===== src/rtl/pixel_write_arbiter.sv =====
// -----------------------------------------------------------------------------
// pixel_write_arbiter
//
// Shares the single VGA adapter write port among NUM_CLIENTS pixel-draw
// engines (coin eraser, player sprite, ghost sprite, background redraw).
// Each client offers one pixel per request using a req/grant handshake. A
// round-robin pointer picks the next client after the last one accepted, so
// no engine starves. The screen controller can stall all grants with hold.
// The accepted pixel is registered and drives the VGA adapter directly.
// Pixels outside the XMAX x YMAX screen are still accepted and their
// coordinates captured, but they do not plot. Instead they bump a saturating
// drop counter.
//
// Optional feature (macro PIXEL_ARB_LOCK_EN):
//   Adds a per-client lock input. A beat accepted with its lock bit set
//   reserves the port for that client. Multi-pixel sprites are then drawn
//   atomically, until the owner samples its lock bit low.
//
// Ports:
//   clock     in   system clock, rising edge
//   resetn    in   asynchronous active-low reset
//   hold      in   1 = issue no grants
//   req       in   per-client pixel request (bit i = client i)
//   lock      in   per-client lock request (only with PIXEL_ARB_LOCK_EN)
//   iX        in   packed x, client i at [i*XW +: XW]
//   iY        in   packed y, client i at [i*YW +: YW]
//   iColour   in   packed colour, client i at [i*CW +: CW]
//   grant     out  one-hot-or-zero grant (combinational)
//   oX        out  registered x to VGA
//   oY        out  registered y to VGA
//   oColour   out  registered colour to VGA
//   oPlot     out  registered write strobe to VGA
//   dropCount out  saturating count of accepted off-screen pixels
// -----------------------------------------------------------------------------
module pixel_write_arbiter #(
    parameter int NUM_CLIENTS = 4,
    parameter int XW          = 8,
    parameter int YW          = 7,
    parameter int CW          = 9,
    parameter int XMAX        = 160,
    parameter int YMAX        = 120
) (
    input  logic                      clock,
    input  logic                      resetn,
    input  logic                      hold,
    input  logic [NUM_CLIENTS-1:0]    req,
`ifdef PIXEL_ARB_LOCK_EN
    input  logic [NUM_CLIENTS-1:0]    lock,
`endif
    input  logic [NUM_CLIENTS*XW-1:0] iX,
    input  logic [NUM_CLIENTS*YW-1:0] iY,
    input  logic [NUM_CLIENTS*CW-1:0] iColour,
    output logic [NUM_CLIENTS-1:0]    grant,
    output logic [XW-1:0]             oX,
    output logic [YW-1:0]             oY,
    output logic [CW-1:0]             oColour,
    output logic                      oPlot,
    output logic [7:0]                dropCount
);

    localparam int PW = (NUM_CLIENTS > 1) ? $clog2(NUM_CLIENTS) : 1;

    // On-screen test. It uses 32-bit unsigned compares, so XMAX/YMAX may
    // equal 2**XW / 2**YW without overflowing.
    function automatic logic on_screen(input logic [XW-1:0] x, input logic [YW-1:0] y);
        return (32'(x) < 32'(XMAX)) && (32'(y) < 32'(YMAX));
    endfunction

    // Architectural state
    logic [PW-1:0] ptr_q,   ptr_d;
    logic [XW-1:0] ox_q,    ox_d;
    logic [YW-1:0] oy_q,    oy_d;
    logic [CW-1:0] ocol_q,  ocol_d;
    logic          plot_q,  plot_d;
    logic [7:0]    drop_q,  drop_d;
`ifdef PIXEL_ARB_LOCK_EN
    logic          locked_q, locked_d;
    logic [PW-1:0] owner_q,  owner_d;
`endif

    // Arbitration results
    logic [NUM_CLIENTS-1:0] grant_s;
    logic                   acc_s;
    logic [PW-1:0]          acc_idx_s;
    logic [PW-1:0]          cand_s;
    logic [XW-1:0]          sel_x_s;
    logic [YW-1:0]          sel_y_s;
    logic [CW-1:0]          sel_col_s;

    // Grant generation: locked owner only, otherwise round-robin from ptr+1.
    // Grants only ever go to requesting clients, so any grant is an accept.
    always_comb begin
        grant_s   = '0;
        acc_s     = 1'b0;
        acc_idx_s = '0;
        cand_s    = '0;
`ifdef PIXEL_ARB_LOCK_EN
        if (locked_q) begin
            if (!hold) begin
                grant_s[owner_q] = req[owner_q];
                acc_s            = req[owner_q];
                acc_idx_s        = owner_q;
            end else begin
                grant_s = '0;
            end
        end else
`endif
        if (!hold && (req != '0)) begin
            for (int k = 1; k <= NUM_CLIENTS; k++) begin
                cand_s = PW'((32'(ptr_q) + 32'(k)) % 32'(NUM_CLIENTS));
                if (!acc_s && req[cand_s]) begin
                    grant_s[cand_s] = 1'b1;
                    acc_s           = 1'b1;
                    acc_idx_s       = cand_s;
                end else begin
                    acc_s = acc_s;
                end
            end
        end else begin
            grant_s = '0;
        end
    end

    // Select the winning client's pixel data
    always_comb begin
        sel_x_s   = iX[32'(acc_idx_s)*XW +: XW];
        sel_y_s   = iY[32'(acc_idx_s)*YW +: YW];
        sel_col_s = iColour[32'(acc_idx_s)*CW +: CW];
    end

    // Next-state: capture on accept, strobe only on-screen pixels
    always_comb begin
        ptr_d  = ptr_q;
        ox_d   = ox_q;
        oy_d   = oy_q;
        ocol_d = ocol_q;
        plot_d = 1'b0;
        drop_d = drop_q;
        if (acc_s) begin
            ptr_d  = acc_idx_s;
            ox_d   = sel_x_s;
            oy_d   = sel_y_s;
            ocol_d = sel_col_s;
            if (on_screen(sel_x_s, sel_y_s)) begin
                plot_d = 1'b1;
            end else begin
                plot_d = 1'b0;
                if (drop_q != 8'hFF) begin
                    drop_d = drop_q + 8'd1;
                end else begin
                    drop_d = drop_q;
                end
            end
        end else begin
            plot_d = 1'b0;
        end
    end

`ifdef PIXEL_ARB_LOCK_EN
    // Lock tracking: enter on a locked accept, leave when the owner's lock drops
    always_comb begin
        locked_d = locked_q;
        owner_d  = owner_q;
        if (locked_q) begin
            if (!lock[owner_q]) begin
                locked_d = 1'b0;
            end else begin
                locked_d = 1'b1;
            end
        end else if (acc_s && lock[acc_idx_s]) begin
            locked_d = 1'b1;
            owner_d  = acc_idx_s;
        end else begin
            locked_d = 1'b0;
        end
    end

    // Lock state register
    always_ff @(posedge clock or negedge resetn) begin
        if (!resetn) begin
            locked_q <= 1'b0;
            owner_q  <= '0;
        end else begin
            locked_q <= locked_d;
            owner_q  <= owner_d;
        end
    end
`endif

    // Pointer and output registers. The pointer resets to the last client,
    // so client 0 wins the first arbitration.
    always_ff @(posedge clock or negedge resetn) begin
        if (!resetn) begin
            ptr_q  <= PW'(NUM_CLIENTS - 1);
            ox_q   <= '0;
            oy_q   <= '0;
            ocol_q <= '0;
            plot_q <= 1'b0;
            drop_q <= 8'd0;
        end else begin
            ptr_q  <= ptr_d;
            ox_q   <= ox_d;
            oy_q   <= oy_d;
            ocol_q <= ocol_d;
            plot_q <= plot_d;
            drop_q <= drop_d;
        end
    end

    assign grant     = grant_s;
    assign oX        = ox_q;
    assign oY        = oy_q;
    assign oColour   = ocol_q;
    assign oPlot     = plot_q;
    assign dropCount = drop_q;

endmodule


===== config.mk =====
export PLATFORM = sky130hd
export DESIGN_NAME = pixel_write_arbiter
export DESIGN_NICKNAME = d
export VERILOG_FILES = /design/src/rtl/pixel_write_arbiter.sv
export SDC_FILE = /design/constraint.sdc
export NUM_CORES = 1
export LEC_CHECK = 0
export ABC_AREA = 1
export CORE_ASPECT_RATIO = 1.2
export CORE_MARGIN = 3
export CORE_UTILIZATION = 40
export DETAILED_ROUTE_END_ITERATION = 8
export GPL_ROUTABILITY_DRIVEN = 0
export MAX_ROUTING_LAYER = met4
export PLACE_DENSITY_LB_ADDON = 0.3
export SYNTH_ARGS = -nofsm -noshare
export SYNTH_HDL_FRONTEND = slang
export SYNTH_SLANG_ARGS = --single-unit

===== constraint.sdc =====
create_clock -name clock -period 3.2 [get_ports clock]
set_clock_uncertainty 0.15 [all_clocks]
set_input_delay 0.32 -clock clock [delete_from_list [all_inputs] [get_ports clock]]
set_output_delay 0.32 -clock clock [all_outputs]
set_load 0.02 [all_outputs]

After elaboration in Yosys (flattened, before gate mapping)
Cells that the tools add are included.
{ "classes": {"add_sub_neg": 5, "multipliers": 2, "magnitude_cmp": 10, "eq_ne": 1, "shift": 3, "n_mux": 39, "n_bitwise": 4, "n_reduce_logical": 15} }
{ "ops": {"columns": ["op", "count"], "rows": [
  ["36-bit by 7-bit indexed part select with 9-bit output", 1],
  ["4-bit two-way mux", 8],
  ["32-bit by 6-bit indexed part select with 8-bit output", 1],
  ["28-bit by 6-bit indexed part select with 7-bit output", 1],
  ["1-bit two-way mux", 18],
  ["2-bit by 3-bit < comparator with 1-bit output, second input constant", 4],
  ["4-bit bitwise OR", 3],
  ["2-bit two-way mux", 5],
  ["1-bit logical AND", 9],
  ["8-bit by 1-bit adder with 8-bit output, second input constant", 1],
  ["1-bit binary-select mux with 2-bit select", 4],
  ["1-bit demux with 2-bit select", 4],
  ["2-bit by 1-bit >= comparator with 1-bit output, second input constant", 4],
  ["8-bit < comparator, second input constant", 1],
  ["8-bit != test, second input constant", 1],
  ["7-bit < comparator, second input constant", 1],
  ["2-bit by 4-bit multiplier with 6-bit output, second input constant", 1],
  ["2-bit by 3-bit multiplier with 5-bit output, second input constant", 1],
  ["2-bit by 1-bit adder with 2-bit output, second input constant", 2],
  ["2-bit adder, second input constant", 2],
  ["1-bit zero test", 4],
  ["4-bit nonzero test", 1],
  ["3-bit AND reduction", 1],
  ["1-bit inverter", 1]
]} }
{ "word_totals": {"regBits": 35} }

Logic depth before layout (Yosys ltp)
{ "logic_depth": {"depth_word": 23, "mapped_depth": 23, "ltp_nobuf": 20} }

Worst setup path before layout
OpenSTA, ideal clock, no wires.
{ "synth_path": {"kind": "register to register", "startpoint": "register ptr_q[0]", "endpoint": "register drop_q[2], in the netlist dropCount[2]", "setup_time_ns": 0.118, "arrival_time_ns": 2.699, "t_required_ns": 2.932, "slack_ns": 0.233, "stages_incl_launch_ff": 23, "n_path_buf": 3, "path_cell_list": "dfstp_2 buf_6 inv_4 buf_6 ha_1 inv_1 nand2_1 nand2_4 nor2_8 nand3b_1 nand2_1 inv_2 nand2_4 inv_4 buf_6 nand2_2 nand2_2 nor2_2 nand2_2 nand2_4 nand2_4 nand2_1 nand2_1"} }
{ "synth_between": {"elab_chain_len": 23, "word_cells_on_any_way": 39} }
{ "synth_lines": {"columns": ["element", "line_no", "text"], "rows": [
  ["start, declared", "70", "logic [PW-1:0] ptr_q, ptr_d;"],
  ["start signal, assigned", "194", "ptr_q <= PW'(NUM_CLIENTS - 1);"],
  ["start signal, assigned", "201", "ptr_q <= ptr_d;"],
  ["2-bit by 1-bit adder with 2-bit output", "110", "cand_s = PW'((32'(ptr_q) + 32'(k)) % 32'(NUM_CLIENTS));"],
  ["1-bit binary-select mux with 2-bit select", "111", "if (!acc_s && req[cand_s]) begin"],
  ["1-bit two-way mux (not written as such)", "111", null],
  ["1-bit two-way mux", "111", null],
  ["1-bit two-way mux", "108", "if (!hold && (req != '0)) begin"],
  ["1-bit zero test", "111", null],
  ["1-bit logical AND", "111", null],
  ["1-bit two-way mux", "111", null],
  ["(+7 left out)", null, null],
  ["2-bit two-way mux", "111", null],
  ["2-bit two-way mux", "108", null],
  ["2-bit by 3-bit multiplier with 5-bit output", "127", "sel_y_s = iY[32'(acc_idx_s)*YW +: YW];"],
  ["28-bit by 6-bit indexed part select with 7-bit output", "127", null],
  ["7-bit < comparator", "66", "return (32'(x) < 32'(XMAX)) && (32'(y) < 32'(YMAX));"],
  ["1-bit logical AND", "66", null],
  ["1-bit inverter (no line)", null, null],
  ["3-bit AND reduction (no line) *", null, null],
  ["end signal, assigned", "206", "drop_q <= drop_d;"],
  ["end, declared", "75", "logic [7:0] drop_q, drop_d;"]
]} }
Every way passes the cells marked *; elsewhere a longest branch is shown, timed or not. The select of a mux whose other input is x is not followed.
A chain may end at the register's enable or synchronous reset.

Worst setup path after layout
{ "layout_path": {"startpoint": "register ptr_q[0]", "endpoint": "output port grant[1]"} }
{ "layout_between": {"elab_chain_len": 17, "word_cells_on_any_way": 55} }
{ "layout_lines": {"columns": ["element", "line_no", "text"], "rows": [
  ["branches (longest 15 deep; another with 2-bit by 3-bit < comparator with 1-bit output)", null, null],
  ["4-bit two-way mux *", "111", null],
  ["4-bit two-way mux *", "108", null],
  ["end, declared", "53", "output logic [NUM_CLIENTS-1:0] grant,"]
]} }
Mark *: on every way between the ends. The select of a mux whose other input is x is not followed.

==> impl_summary.log <==
INFO  metric status = finished clean
INFO  metric multi_input_area = 0.001759 mm²
INFO  metric ff_latch_area = 878.3 µm²
INFO  metric syn_nets = 515
INFO  metric setup_viol_count_final = 0
INFO  metric worst_hold_startpoint = oX[5]
INFO  metric htree_levels = 2
INFO  metric first_global_vias = 3,068
INFO  metric worst-path-buf-inv = 4
INFO  metric drv_cap = 0
INFO  metric io_pins = 140
INFO  metric floorplan_core_area = 0.006854 mm²
INFO  metric numCtsBuffers = 5
INFO  metric antenna_cells = 0
INFO  metric grt_antenna_before_repair = 0
INFO  metric insertion_delay = 280 ps
INFO  metric initial_core_utilization = 41.38%
INFO  metric remaining_drc_errors = 0
INFO  metric tritoncts_clock_tree = built
INFO  metric place.port_buffers = 139
INFO  metric power.leakage = 2.100 nW
INFO  metric wl_per_cell = 14.33 µm
INFO  metric viasPerCell = 5.148
INFO  metric critical_path_required = 2730 ps
INFO  metric hold_end = oX[5]
INFO  metric max-vdd-ir-drop = 0.4843 mV
INFO  metric floorplan.die_area = 0.008142 mm²
INFO  metric drt_first_iter_violations = 134
INFO  metric n_fill_cell = 650
INFO  metric grt_overflow = 0
INFO  metric yosys_warnings = 0
INFO  metric timing.rr.start = ptr_q[0]
INFO  metric worstSetupPathType = reg2out
INFO  metric synth_area_per_cell = 7.038 µm²
INFO  metric post-route-cell-area = 0.004425 mm²
INFO  metric timing.critical_path.arrival = 2570 ps
INFO  metric area.growth.synth_to_final = 56.02%
INFO  metric synthesis.area = 0.002836 mm²
INFO  metric clk_root_buffer_cell = clkbuf_8
INFO  metric placementRows = 33
INFO  metric worst_r2r_path_depth = 19
INFO  metric r2r-end = dropCount[6]
INFO  metric fmax = 328.6 MHz
INFO  metric critical_path.endpoint_type = output port
INFO  metric post_route_cells_drive_above_1_share = 11.30%
INFO  metric die_h = 98.25 µm
INFO  metric detail-route-antenna-nets = 0
INFO  metric crit_chain = inv_4 > ha_2 > inv_1 > nand2_1 > nand2_4 > nor2_8 > nand3_2 > o21ai_0 > nand2_1 > inv_1 > dlygate4sd2_1
INFO  metric cpMaxStageDelayCell = dfstp_2
INFO  metric grt_max_degree = 49
INFO  metric ys_types = 37
INFO  metric crit_path_max_fanout = 14
INFO  metric report.power.total = 4.348 mW
INFO  metric max-clock-path-buffers = 2
INFO  metric critical_path.max_stage_delay = 550 ps
INFO  metric min-delay-path-class = reg2reg
INFO  metric hold_violations = 0
INFO  metric slew_viol_final = 0
INFO  metric worst_slew_pin_slew = 765.4 ps
INFO  metric finalCriticalPeriod = 3043 ps
INFO  metric timing.critical_path.from_type = register
INFO  metric final.hold.worst_slack = 346.5 ps
INFO  metric final.period_utilization = 95.10%
INFO  metric cts_sinks = 35
INFO  metric worst_r2r_setup_slack = 230 ps
INFO  metric wl = 8986 µm
INFO  metric finalSetupTns = 0 ps
INFO  metric num-nets-final = 652
INFO  metric track_usage = 22.07%
INFO  metric number_of_vias_after_detailed_routing = 3,228
INFO  metric worst_slew_margin_rel = 48.97%
INFO  metric yosysSeqAreaShare = 30.97%
INFO  metric path_delay_family = simple AND/OR/NAND/NOR gates
INFO  metric grt_pass1_wl = 14,480 µm
INFO  metric detail_route.first_pass.iterations = 4
INFO  metric ys_seq_elements = 35
INFO  metric timing.hold.worst_path_depth = 2
INFO  metric p_per_area = 982.5 mW/mm²
INFO  metric syn_inst = 403
INFO  metric detailed_place_hpwl = 6945 µm
INFO  metric place_area = 0.004284 mm²
INFO  metric die_width = 82.87 µm
INFO  metric clk_pin_slew_worst_paths = 70 ps
[routing by layer]
metal	track usage (%)	part of all wire [%]	vias up
li1	-	-	1620
met1	25.20	39	1479
met2	39.44	53	117
met3	4.051	5.6	12
met4	6.038	1.8	0
met5	-	0	-
[logic make-up after synthesis]
kind of cell,count (synthesis),share of synthesized area [%]
adder cells (fa/ha/maj),9,3.970
AO/OA/AOI/OAI,57,14.60
AND/OR/NAND/NOR,242,39.61
flip-flops,35,30.97
XOR/XNOR,6,1.853
buffers and inverters,54,8.999
[repair_timing]
| item | 4_1_cts | 5_1_grt |
|---|---|---|
| setup endpoints to repair | 4 | 21 |
| buffers inserted | 0 | 1 |
| hold buffers | 1 | 0 |
| endpoints found under the hold margin | 33 | 0 |
| gates resized for setup | 6 | 10 |
| gates cloned | 0 | 1 |
[cell usage after synthesis, drive strengths merged]
cell type  instances  area [µm²]
a31oi             20       131.4
xor2               4       35.03
inv               32       125.1
nand4              1       6.260
nor2               7       45.05
a41oi              1       8.760
clkbuf            10       37.54
xnor2              2       17.52
dfstp              2       52.55
o221ai             1       8.760
nor3               1       5.000
ha                 9       112.6
a31o               1       8.760
nand2            167       694.4
dfrtp             33       825.8
o211ai             1       12.51
nand3             64       357.8
a21oi              1       5.000
a22oi              2       15.01
a22o              17       148.9
o2111ai            1       8.760
o21ai             11       58.81
a21boi             1       7.510
buf               12       92.58
nand3b             2       15.01
[worst reg2reg max path: stages (launching register included)]
cell and delay, ps:
dfstp_2 550, inv_4 80, ha_2 400, inv_1 90, nand2_1 120, nand2_4 110
nor2_8 170, nand3b_1 110, nand2_1 90, inv_2 70, nand2_8 130, inv_4 80
nand3_1 70, nand2_1 90, nand2_1 80, nand2_1 80, nand2_4 140, nand2_4 90
nand2_1 100, nand2_1 50
[worst max-delay path by stage]
| stage | startpoint | endpoint | depth (start not counted) |
|---|---|---|---|
| after floorplan | ptr_q[0] | dropCount[2] | 22 |
| after global placement | ptr_q[0] | grant[0] | 11 |
| after detailed placement | ptr_q[0] | dropCount[6] | 19 |
| after CTS | ptr_q[0] | grant[3] | 11 |
| after global routing | ptr_q[0] | dropCount[3] | 17 |
| final | ptr_q[0] | grant[1] | 11 |
[state kept, by name, summed over array words and instances (netlist names)]
register   count
oY             7
oColour        9
ptr_q          2
oPlot          1
dropCount      8
oX             8
[layout by cell type (no fill, tap or decap), types with 2 or more instances in the layout]
cell / count
nor2_2: 2
nand2_4: 6
dfrtp_1: 33
nand3_2: 4
nand3_1: 58
ha_1: 8
xor2_1: 4
inv_4: 2
nand2_2: 10
nor2_1: 4
nand2_1: 150
dlygate4sd2_1: 2
inv_2: 3
buf_4: 11
a31oi_1: 19
a22o_1: 17
xnor2_1: 2
inv_1: 27
nand3_4: 3
dfstp_2: 2
clkbuf_2: 2
o21ai_0: 10
nand3b_1: 2
a22oi_1: 2
clkdlybuf4s50_1: 134
clkbuf_8: 6
[cell type report]
class / count / share of cell area [%]
timing repair buffer: 151 / 33.14
clock inverter: 1 / 0.1131
inverter: 32 / 2.827
sequential: 35 / 19.85
tap: 87 / 2.460
multi-input combinational: 315 / 39.75
clock buffer: 6 / 1.866
[through the flow]
step,cells,setup WS [ps],utilization (%)
finish,627,156.7,64.57
global route,627,-9.383,64.57
CTS,625,89.81,63.93
detailed placement,617,91.98,62.50
global placement,617,156.6,62.50
floorplan,403,233.2,-
[power breakdown]
group / switching, mW / total [mW] / leakage, nW / internal, mW
Combinational: 1.98 / 3.24 / 1.62 / 1.26
Sequential: 0.135 / 0.789 / 0.432 / 0.654
Clock: 0.151 / 0.319 / 0.0470 / 0.169
Power figures use the tool's default switching activity.
